[src/rtl/sa_cache_mem_ctrl.sv]
// sa_cache_mem_ctrl: refill and write-back controller below sa_cache.
// Optional macro WB_FWD_EN: refill forwarding from the write-back FIFO.
module sa_cache_mem_ctrl #(
  parameter int ADDR_W   = 32,
  parameter int DATA_W   = 32,
  parameter int WB_DEPTH = 4,
  parameter int LINE_LSB = 6
) (
  input  logic              clk,
  input  logic              rst,
  input  logic              cache_miss,
  input  logic [ADDR_W-1:0] miss_addr,
  input  logic              evict,
  input  logic [ADDR_W-1:0] evict_addr,
  input  logic [DATA_W-1:0] evict_data,
  output logic [DATA_W-1:0] o_memory_line,
  output logic              o_memory_response,
  output logic              mem_req,
  output logic              mem_we,
  output logic [ADDR_W-1:0] mem_addr,
  output logic [DATA_W-1:0] mem_wdata,
  input  logic              mem_ack,
  input  logic [DATA_W-1:0] mem_rdata,
  output logic              wb_full,
  output logic              wb_overflow,
  output logic              busy
);

  localparam int PW = $clog2(WB_DEPTH);
  localparam int CW = PW + 1;

  typedef enum logic [1:0] {
    IDLE,
    REFILL,
    DRAIN,
    RESP
  } state_t;

  state_t state;

  logic [ADDR_W-1:0] fa [WB_DEPTH];
  logic [DATA_W-1:0] fd [WB_DEPTH];
  logic [PW-1:0]     wr_ptr;
  logic [PW-1:0]     rd_ptr;
  logic [CW-1:0]     count;
  logic              push;
  logic              pop;
  logic              hit;
`ifdef WB_FWD_EN
  logic [DATA_W-1:0] hit_data;
`endif

  assign wb_full = (count == CW'(WB_DEPTH));
  assign push    = evict && !wb_full;
  assign pop     = (state == DRAIN) && mem_ack;
  assign busy    = (state != IDLE);

  // Line match of the miss against live entries, oldest to newest.
  always_comb begin
    logic [PW-1:0] idx;
    idx = '0;
    hit = 1'b0;
`ifdef WB_FWD_EN
    hit_data = '0;
`endif
    for (int k = 0; k < WB_DEPTH; k++) begin
      idx = rd_ptr + PW'(k);
      if (CW'(k) < count &&
          fa[idx][ADDR_W-1:LINE_LSB] ==
          miss_addr[ADDR_W-1:LINE_LSB]) begin
        hit = 1'b1;
`ifdef WB_FWD_EN
        hit_data = fd[idx];
`endif
      end
    end
  end

  // FIFO storage; contents only matter below count.
  always_ff @(posedge clk) begin
    if (push) begin
      fa[wr_ptr] <= evict_addr;
      fd[wr_ptr] <= evict_data;
    end
  end

  // FIFO pointers, occupancy and sticky overflow.
  always_ff @(posedge clk or negedge rst) begin
    if (!rst) begin
      wr_ptr      <= '0;
      rd_ptr      <= '0;
      count       <= '0;
      wb_overflow <= 1'b0;
    end else begin
      if (push) wr_ptr <= wr_ptr + 1'b1;
      if (pop) rd_ptr <= rd_ptr + 1'b1;
      if (evict && wb_full) wb_overflow <= 1'b1;
      unique case ({push, pop})
        2'b10:   count <= count + 1'b1;
        2'b01:   count <= count - 1'b1;
        default: ;
      endcase
    end
  end

  // Control FSM; all memory and cache outputs are registered here.
  always_ff @(posedge clk or negedge rst) begin
    if (!rst) begin
      state             <= IDLE;
      mem_req           <= 1'b0;
      mem_we            <= 1'b0;
      mem_addr          <= '0;
      mem_wdata         <= '0;
      o_memory_line     <= '0;
      o_memory_response <= 1'b0;
    end else begin
      unique case (state)
        IDLE: begin
          if (cache_miss && !hit) begin
            state    <= REFILL;
            mem_req  <= 1'b1;
            mem_we   <= 1'b0;
            mem_addr <= miss_addr;
          end
`ifdef WB_FWD_EN
          else if (cache_miss) begin
            state             <= RESP;
            o_memory_line     <= hit_data;
            o_memory_response <= 1'b1;
          end
`endif
          else if (count != '0) begin
            // a conflicting miss also lands here: drain first
            state     <= DRAIN;
            mem_req   <= 1'b1;
            mem_we    <= 1'b1;
            mem_addr  <= fa[rd_ptr];
            mem_wdata <= fd[rd_ptr];
          end
        end
        REFILL: begin
          if (mem_ack) begin
            state             <= RESP;
            mem_req           <= 1'b0;
            o_memory_line     <= mem_rdata;
            o_memory_response <= 1'b1;
          end
        end
        DRAIN: begin
          if (mem_ack) begin
            state   <= IDLE;
            mem_req <= 1'b0;
            mem_we  <= 1'b0;
          end
        end
        RESP: begin
          state             <= IDLE;
          o_memory_response <= 1'b0;
        end
        default: state <= IDLE;
      endcase
    end
  end

endmodule

[config.mk]
export PLATFORM = sky130hd
export DESIGN_NAME = sa_cache_mem_ctrl
export DESIGN_NICKNAME = d
export VERILOG_FILES = /design/src/rtl/sa_cache_mem_ctrl.sv
export SDC_FILE = /design/constraint.sdc
export NUM_CORES = 1
export LEC_CHECK = 0
export BUFFER_PORTS_ARGS = -buffer_cell sky130_fd_sc_hd__buf_2
export CAP_MARGIN = 15
export CORE_UTILIZATION = 61
export CTS_CLUSTER_SIZE = 25
export DETAILED_ROUTE_END_ITERATION = 10
export HOLD_SLACK_MARGIN = 0.05
export PLACE_DENSITY = 0.84
export SYNTH_ARGS = -nofsm -noshare
export SYNTH_HDL_FRONTEND = slang
export SYNTH_SLANG_ARGS = --single-unit
[constraint.sdc]
create_clock -name clk -period 5 [get_ports clk]
set_input_delay 0 -clock clk [delete_from_list [all_inputs] [get_ports clk]]
set_output_delay 0 -clock clk [all_outputs]
set_load 0.01 [all_outputs]
==> flow_summary_export.csv, run 1 <==
group,metric,value,unit
setup_path,cp_max_fo,46,
yosys,ys_top_cells_by_count,"edfxtp_1 (256), dfrtp_1 (109), mux4_2 (91)",
yosys,yosysWarnings,0,
yosys,synth_area,0.0178,mm²
clock_network,htreeDepth,2,
placed_design,pre_cts_ws,1.02,ns
setup_path,start_kind,"register",
yosys,synth_enable_flop_cells,256,
timing,rsz0062_at_grt,"false",
yosys,ys.flop_type,"edfxtp_1",
floorplanning,die_h,173,µm
placed_design,place_congestion,0.985,
global_route,grtUsageTotal,33.9,%
timing,tightest_slew,1.00,ns
yosys,synthAdderAreaFrac,0.912,%
floorplanning,initial_core_util,62.2,%
cells_and_area,n_antenna_cell,0,
pwr,p_leak,8.37,nW
yosys,ys_types,59,
yosys,synth_top_family_by_area,"multiplexers",
detailed_routing,ant_nets,0,
floorplanning,die_area,0.0299,mm²
job,max_cap_viol_count,0,
detailed_routing,detail_route.wl_per_cell,26.3,µm
timing,slew_headroom,33.2,%
timing,finClkSkew,0.0212,ns
clock_network,cts_tree,"done",
detailed_routing,first_iter_violations,1593,
clock_network,cts_made_buffers,38,
timing,fin_ws,0.821,ns
placed_design,place_area,0.0193,mm²
yosys,syn_nets,1318,
floorplanning,fp.coreArea,0.0287,mm²
yosys,yosysTopAreaCellShare,43.1,%
timing,min_period,4.18,ns
cells_and_area,drive_gt1_share,30.7,%
cells_and_area,final_util,76.0,%
worst_hold_path,min_path_type,"in -> async",
placed_design,io_buffers,234,
detailed_routing,wl,50600,µm
yosys,synth_compound_area_share,6.47,%
global_route,grt_pass1_vias,12766,
yosys,ys_ff_latch,365,
timing,hold_viol,0,
cells_and_area,layout.nets,1654,
pwr,powerDensity,613,mW/mm²
detailed_routing,drt_pre_antenna_iters,6,
yosys,synthCells,1172,
status,status,"completed",
setup_path,arrival,4.57,ns
yosys,yosysMostFrequentCell,"edfxtp_1",
cells_and_area,instances_no_fill,1921,
yosys,synth-xor-area-share,4.91,%
yosys,async_flop_share,29.9,%
setup_path,r2r_cells,10,
timing,slew_viol_final,0,
global_route,grt_pass1_wl,76300,µm
global_route,overflow,0,
setup_path,timing.rr.end,"mem_wdata[31]",
global_route,grt_max_degree,64,
clock_network,cts.path.max_buffers,3,
clock_network,cts_sinks,365,
setup_path,cp.required,5.39,ns
yosys,seq_area_frac_synth,58.4,%
setup_path,timing.rr.start,"rd_ptr[0]",
detailed_routing,drc,0,
clock_network,clock_latency,0.53,ns
detailed_routing,routed_via_density,6.45,
detailed_routing,vias,12384,
floorplanning,die_w,173,µm
timing,setup_viol,0,
cells_and_area,fin_area,0.0218,mm²
timing,fmax,239,MHz
pwr,power,13.4,mW
clock_network,clkTransAtPathRegs,0.06,ns
timing,whs,0.130,ns
timing,min_period_over_period,83.6,%
yosys,muxShareOfSynthArea,20.9,%
cells_and_area,syn_to_final_growth,22.3,%
floorplanning,ios,235,
yosys,synth-simple-area-share,5.24,%
placed_design,hpwl,31400,µm
timing,fin_setup_tns,0,ns
setup_path,critPathCaptureType,"register",
pwr,max-vdd-ir-drop,0.445,mV
setup_path,rrSetupSlack,0.82,ns
yosys,syn-mean-instance-area,15.2,µm²
global_route,antenna_found_initial,0,
floorplanning,num_rows,62,
clock_network,root_buffer,"clkbuf_16",
yosys,yosys-top-cells-area,"edfxtp_1 (43%), dfrtp_1 (15%), mux4_2 (11%)",
placed_design,numPlacedInstances,1724,
setup_path,critical_path_class,"reg -> reg",
yosys,synth_top_area_cell,"edfxtp_1",
==> state kept, by name, indices dropped and copies added (netlist names), 2 cells and up <==
| signal | cells |
|---|---|
| fa | 128 |
| state | 2 |
| rd_ptr | 2 |
| fd | 128 |
| mem_addr | 32 |
| count | 3 |
| mem_wdata | 32 |
| o_memory_line | 32 |
| wr_ptr | 2 |
==> logic make-up (layout without fill, tap and decap cells) <==
logic type	Yosys count	after routing
muxes	249	249
buffers and inverters	108	473
xor gates and xnor gates	100	100
AOI/OAI and AO/OA	143	143
adders and majority gates	13	13
DFF	365	365
and+or+nand+nor	194	194
==> critical path, stage by stage (launching register included) <==
cell and delay (ns):
dfrtp_4 0.74, buf_12 0.31, mux4_2 0.55, xor2_1 0.20, nor4_1 0.57, nand4_1 0.20
a2111o_1 0.37, and2_1 0.22, a21oi_4 0.16, buf_12 0.24, mux2_1 0.40
==> cell usage in the layout (no fill, tap or decap), types with 4 or more instances in the layout <==
master	Yosys	final
nor2_1	15	13
dlygate4sd3_1	0	128
mux2_1	30	30
o22ai_1	7	7
nor4_1	11	11
nor2b_1	31	30
a22oi_1	32	32
o211ai_1	8	8
nand2_1	89	89
dfrtp_1	109	107
nor3_1	11	11
mux4_2	91	91
mux2i_1	79	79
o21ai_0	11	11
xnor2_1	52	52
clkinv_2	0	6
a221oi_1	5	5
and2_1	10	6
clkbuf_8	0	4
mux2_2	49	49
nand3_1	10	10
bufinv_16	0	4
o221ai_1	4	4
buf_12	0	6
o2111ai_1	4	4
ha_1	13	12
nand4_1	9	9
a311o_1	27	27
buf_2	13	233
a21oi_1	10	10
edfxtp_1	256	256
buf_4	9	19
xor2_1	48	48
a211oi_1	6	6
inv_1	16	16
clkbuf_16	0	38
and2_2	0	4
clkbuf_1	44	8
==> metal layers <==
| layer | track usage [%] | wire length (µm) | vias to the layer above | share of wire [%] |
|---|---|---|---|---|
| li1 | - | - | 5237 | - |
| met1 | 45.3 | 19100 | 6150 | 38 |
| met2 | 55.2 | 24100 | 860 | 48 |
| met3 | 6.02 | 4990 | 137 | 9.9 |
| met4 | 15.0 | 2360 | 0 | 4.7 |
| met5 | 0 | 0 | - | 0 |
==> timing repair <==
action                                 in CTS  in global routing
gates resized for setup                     0                  0
endpoints found under the hold margin     384                  0
setup buffers                               0                  0
hold buffers                              128                  0
==> worst max path at each step <==
stage,start,end,slack (ns)
detailed placement,rd_ptr[0],mem_wdata[29],1.02
floorplan,count[0],fa[0][0],1.80
finish,rd_ptr[0],mem_wdata[31],0.82
CTS,rd_ptr[0],mem_wdata[29],0.98
global route,rd_ptr[0],mem_wdata[13],0.78
global placement,rd_ptr[0],mem_wdata[25],1.04
==> report_power, final <==
group / switching [mW] / internal, mW
logic: 3.11 / 2.57
clock network: 1.19 / 1.68
registers: 0.646 / 4.18
==> layout make-up <==
| cell class | instances | area [µm²] |
|---|---|---|
| Fill cell | 1652 | 6890 |
| Tap cell | 384 | 480 |
| Clock inverter | 19 | 223 |
| Clock buffer | 50 | 1040 |
| Multi-Input combinational cell | 699 | 6870 |
| Timing Repair Buffer | 386 | 2710 |
| Inverter | 18 | 67.6 |
| Sequential cell | 365 | 10400 |
No activity file was read; power rests on OpenSTA's default activity.
==> run 2: changes to the inputs <==
Settings changed: CORE_UTILIZATION 61 to 53, PLACE_DENSITY 0.84 to 0.77.
Clock period 5 ns to 3.45 ns, I/O delays scaled along.
==> flow_summary_export.csv, run 2 (same netlist as run 1, synthesis figures left out) <==
group,metric,value,unit
setup_path,cp_num_buf_inv,3,
setup_path,rrSetupSlack,-0.09,ns
cells_and_area,nFillCells,2195,
pwr,powerDensity,883,mW/mm²
timing,finClkSkew,0.0230,ns
clock_network,cts.path.max_buffers,3,
global_route,grt_pass1_wl,72200,µm
setup_path,crit_path_max_incr_delay,0.54,ns
clock_network,clkTransAtPathRegs,0.07,ns
floorplanning,num_rows,66,
cells_and_area,layout.nets,1745,
placed_design,hpwl,32500,µm
timing,fin_setup_tns,-1.25,ns
setup_path,timing.rr.end,"mem_wdata[3]",
cells_and_area,drive_gt1_share,35.5,%
setup_path,timing.rr.start,"rd_ptr[0]",
floorplanning,fp.coreArea,0.0329,mm²
cells_and_area,layout_commonest_cell,"edfxtp_1",
cells_and_area,seq_area,0.0104,mm²
placed_design,place_congestion,1.05,
clock_network,cts_tree,"done",
pwr,max-vdd-ir-drop,0.610,mV
setup_path,r2r_cells,11,
setup_path,cp_max_fo,8,
timing,slew_headroom,52.7,%
timing,setup_viol,23,
setup_path,critPathCaptureType,"register",
pwr,p_leak,8.85,nW
detailed_routing,drt_pre_antenna_iters,6,
cells_and_area,multi_input_area,0.00696,mm²
setup_path,cpLargestDelayFamily,"multiplexers",
floorplanning,initial_core_util,54.3,%
timing,whs,0.0737,ns
clock_network,htreeDepth,2,
detailed_routing,wl,49400,µm
floorplanning,ios,235,
status,failed_checks,"setup timing",
timing,fmax,282,MHz
global_route,antenna_found_initial,4,
timing,rsz0062_at_grt,"true",
detailed_routing,vias,12350,
detailed_routing,drc,0,
status,status,"finished with violations",
cells_and_area,most-common-layout-cells,"edfxtp_1 (256), buf_2 (233), dlygate4sd3_1 (128)",
timing,fin_ws,-0.0946,ns
detailed_routing,ant_nets,0,
timing,min_period_over_period,103,%
setup_path,startpoint,"rd_ptr[0]",
setup_path,path_depth,11,
detailed_routing,first_iter_violations,1075,
floorplanning,die_w,185,µm
setup_path,crit_chain,"buf_12, mux4_2, xor2_1, nor4_1, nand4b_1, o41a_1, and2_4, a21oi_4, buf_12, buf_6, mux2_1",
setup_path,start_kind,"register",
timing,tightest_slew,0.709,ns
global_route,grt_max_degree,53,
clock_network,clock_latency,0.55,ns
setup_path,arrival,3.96,ns
timing,hold_viol,0,
setup_path,slowest_stage,"dfrtp_4",
setup_path,cpMostUsedCell,"buf_12",
timing,min_period,3.54,ns
global_route,overflow,0,
placed_design,io_buffers,234,
setup_path,cp.required,3.86,ns
cells_and_area,syn_to_final_growth,28.0,%
detailed_routing,routed_via_density,5.96,
job,max_cap_viol_count,0,
clock_network,root_buffer,"clkbuf_16",
cells_and_area,reg_top3,"fa x128, fd x128",
detailed_routing,detail_route.wl_per_cell,23.8,µm
global_route,grtUsageTotal,28.4,%
worst_hold_path,min_path_type,"in -> async",
clock_network,cts_made_buffers,38,
timing,slew_viol_final,0,
global_route,grt_pass1_vias,12374,
clock_network,cts_sinks,365,
floorplanning,die_h,185,µm
setup_path,critical_path_class,"reg -> reg",
setup_path,endpoint,"mem_wdata[3]",
floorplanning,die_area,0.0344,mm²
-- run 2: cell types whose count changed in the layout (fill, tap and decap cells not counted), moves of 3 or more --
| cell | previous run | this run |
|---|---|---|
| bufinv_16 | 4 | 1 |
| clkbuf_16 | 38 | 41 |
| inv_6 | 3 | 0 |
| buf_12 | 6 | 13 |
| clkbuf_8 | 4 | 7 |
| clkinv_2 | 6 | 3 |
| clkinvlp_4 | 1 | 6 |
| buf_6 | 0 | 7 |
| mux2i_2 | 0 | 4 |
| mux2i_1 | 79 | 75 |
| buf_4 | 19 | 92 |
-- run 2: final cells by class --
cell class / count / share of cell area [%]
tap: 442 / 2.42
clock inverter: 16 / 0.740
multi-input combinational: 699 / 30.5
timing repair buffer: 477 / 15.6
inverter: 18 / 0.307
sequential: 365 / 45.7
antenna: 2 / 0.0219
clock buffer: 54 / 4.74
-- run 2: timing repair --
action | in CTS | in global routing
pin swaps | 0 | 5
hold endpoints to repair | 376 | 0
setup endpoints to repair | 32 | 38
buffers inserted | 0 | 20
gates cloned | 0 | 4
hold buffers | 128 | 0
gates resized for setup | 3 | 23
-- run 2: how the worst min path moves through the flow --
stage                         to  slack (ns)
2_1_floorplan           count[0]       -0.30
3_3_place_gp   o_memory_line[24]         0.1
3_5_place_dp   o_memory_line[17]        0.09
4_1_cts             mem_addr[18]        0.06
5_1_grt             mem_addr[25]        0.14
6_report       o_memory_line[17]        0.07
-- run 2: metrics by stage --
stage | std cells | power, mW | utilization, % | instance area [µm²] | setup slack (ns)
global placement | 1849 | 15.3 | 60.6 | 19900 | 0.00752
finish | 2073 | 20.1 | 69.5 | 22800 | -0.0946
global route | 2072 | 21.1 | 69.4 | 22800 | -0.105
detailed placement | 1849 | 15.4 | 60.6 | 19900 | -0.0235
floorplan | 1172 | 12.5 | - | 17800 | 0.246
CTS | 2047 | 19.7 | 68.4 | 22500 | 0.00748
-- run 2: power breakdown --
group	switching [mW]	total, mW	leakage [nW]	internal (mW)
combinational	4.84	9.33	4.62	4.49
clock	1.75	4.04	0.588	2.29
sequential	0.720	6.77	3.64	6.05
total	7.31	20.1	8.85	12.8
-- run 2: per-layer routing --
metal / track usage (%) / share of wire (%) / vias up
met2: 44.8 / 47 / 688
met3: 7.49 / 11 / 105
li1: - / - / 5429
met4: 8.53 / 2.6 / 4
met5: 0 / 0.045 / -
met1: 38.6 / 40 / 6124
-- run 2: worst register-to-register path, delay by kind of cell, from the launching register on --
| kind | cells | cell delay, ns |
|---|---|---|
| muxes | 2 | 0.88 |
| and+or+nand+nor | 3 | 0.62 |
| buffers and inverters | 3 | 0.51 |
| AOI/OAI and AO/OA | 2 | 0.67 |
| DFF | 1 | 0.54 |
| xor gates and xnor gates | 1 | 0.19 |
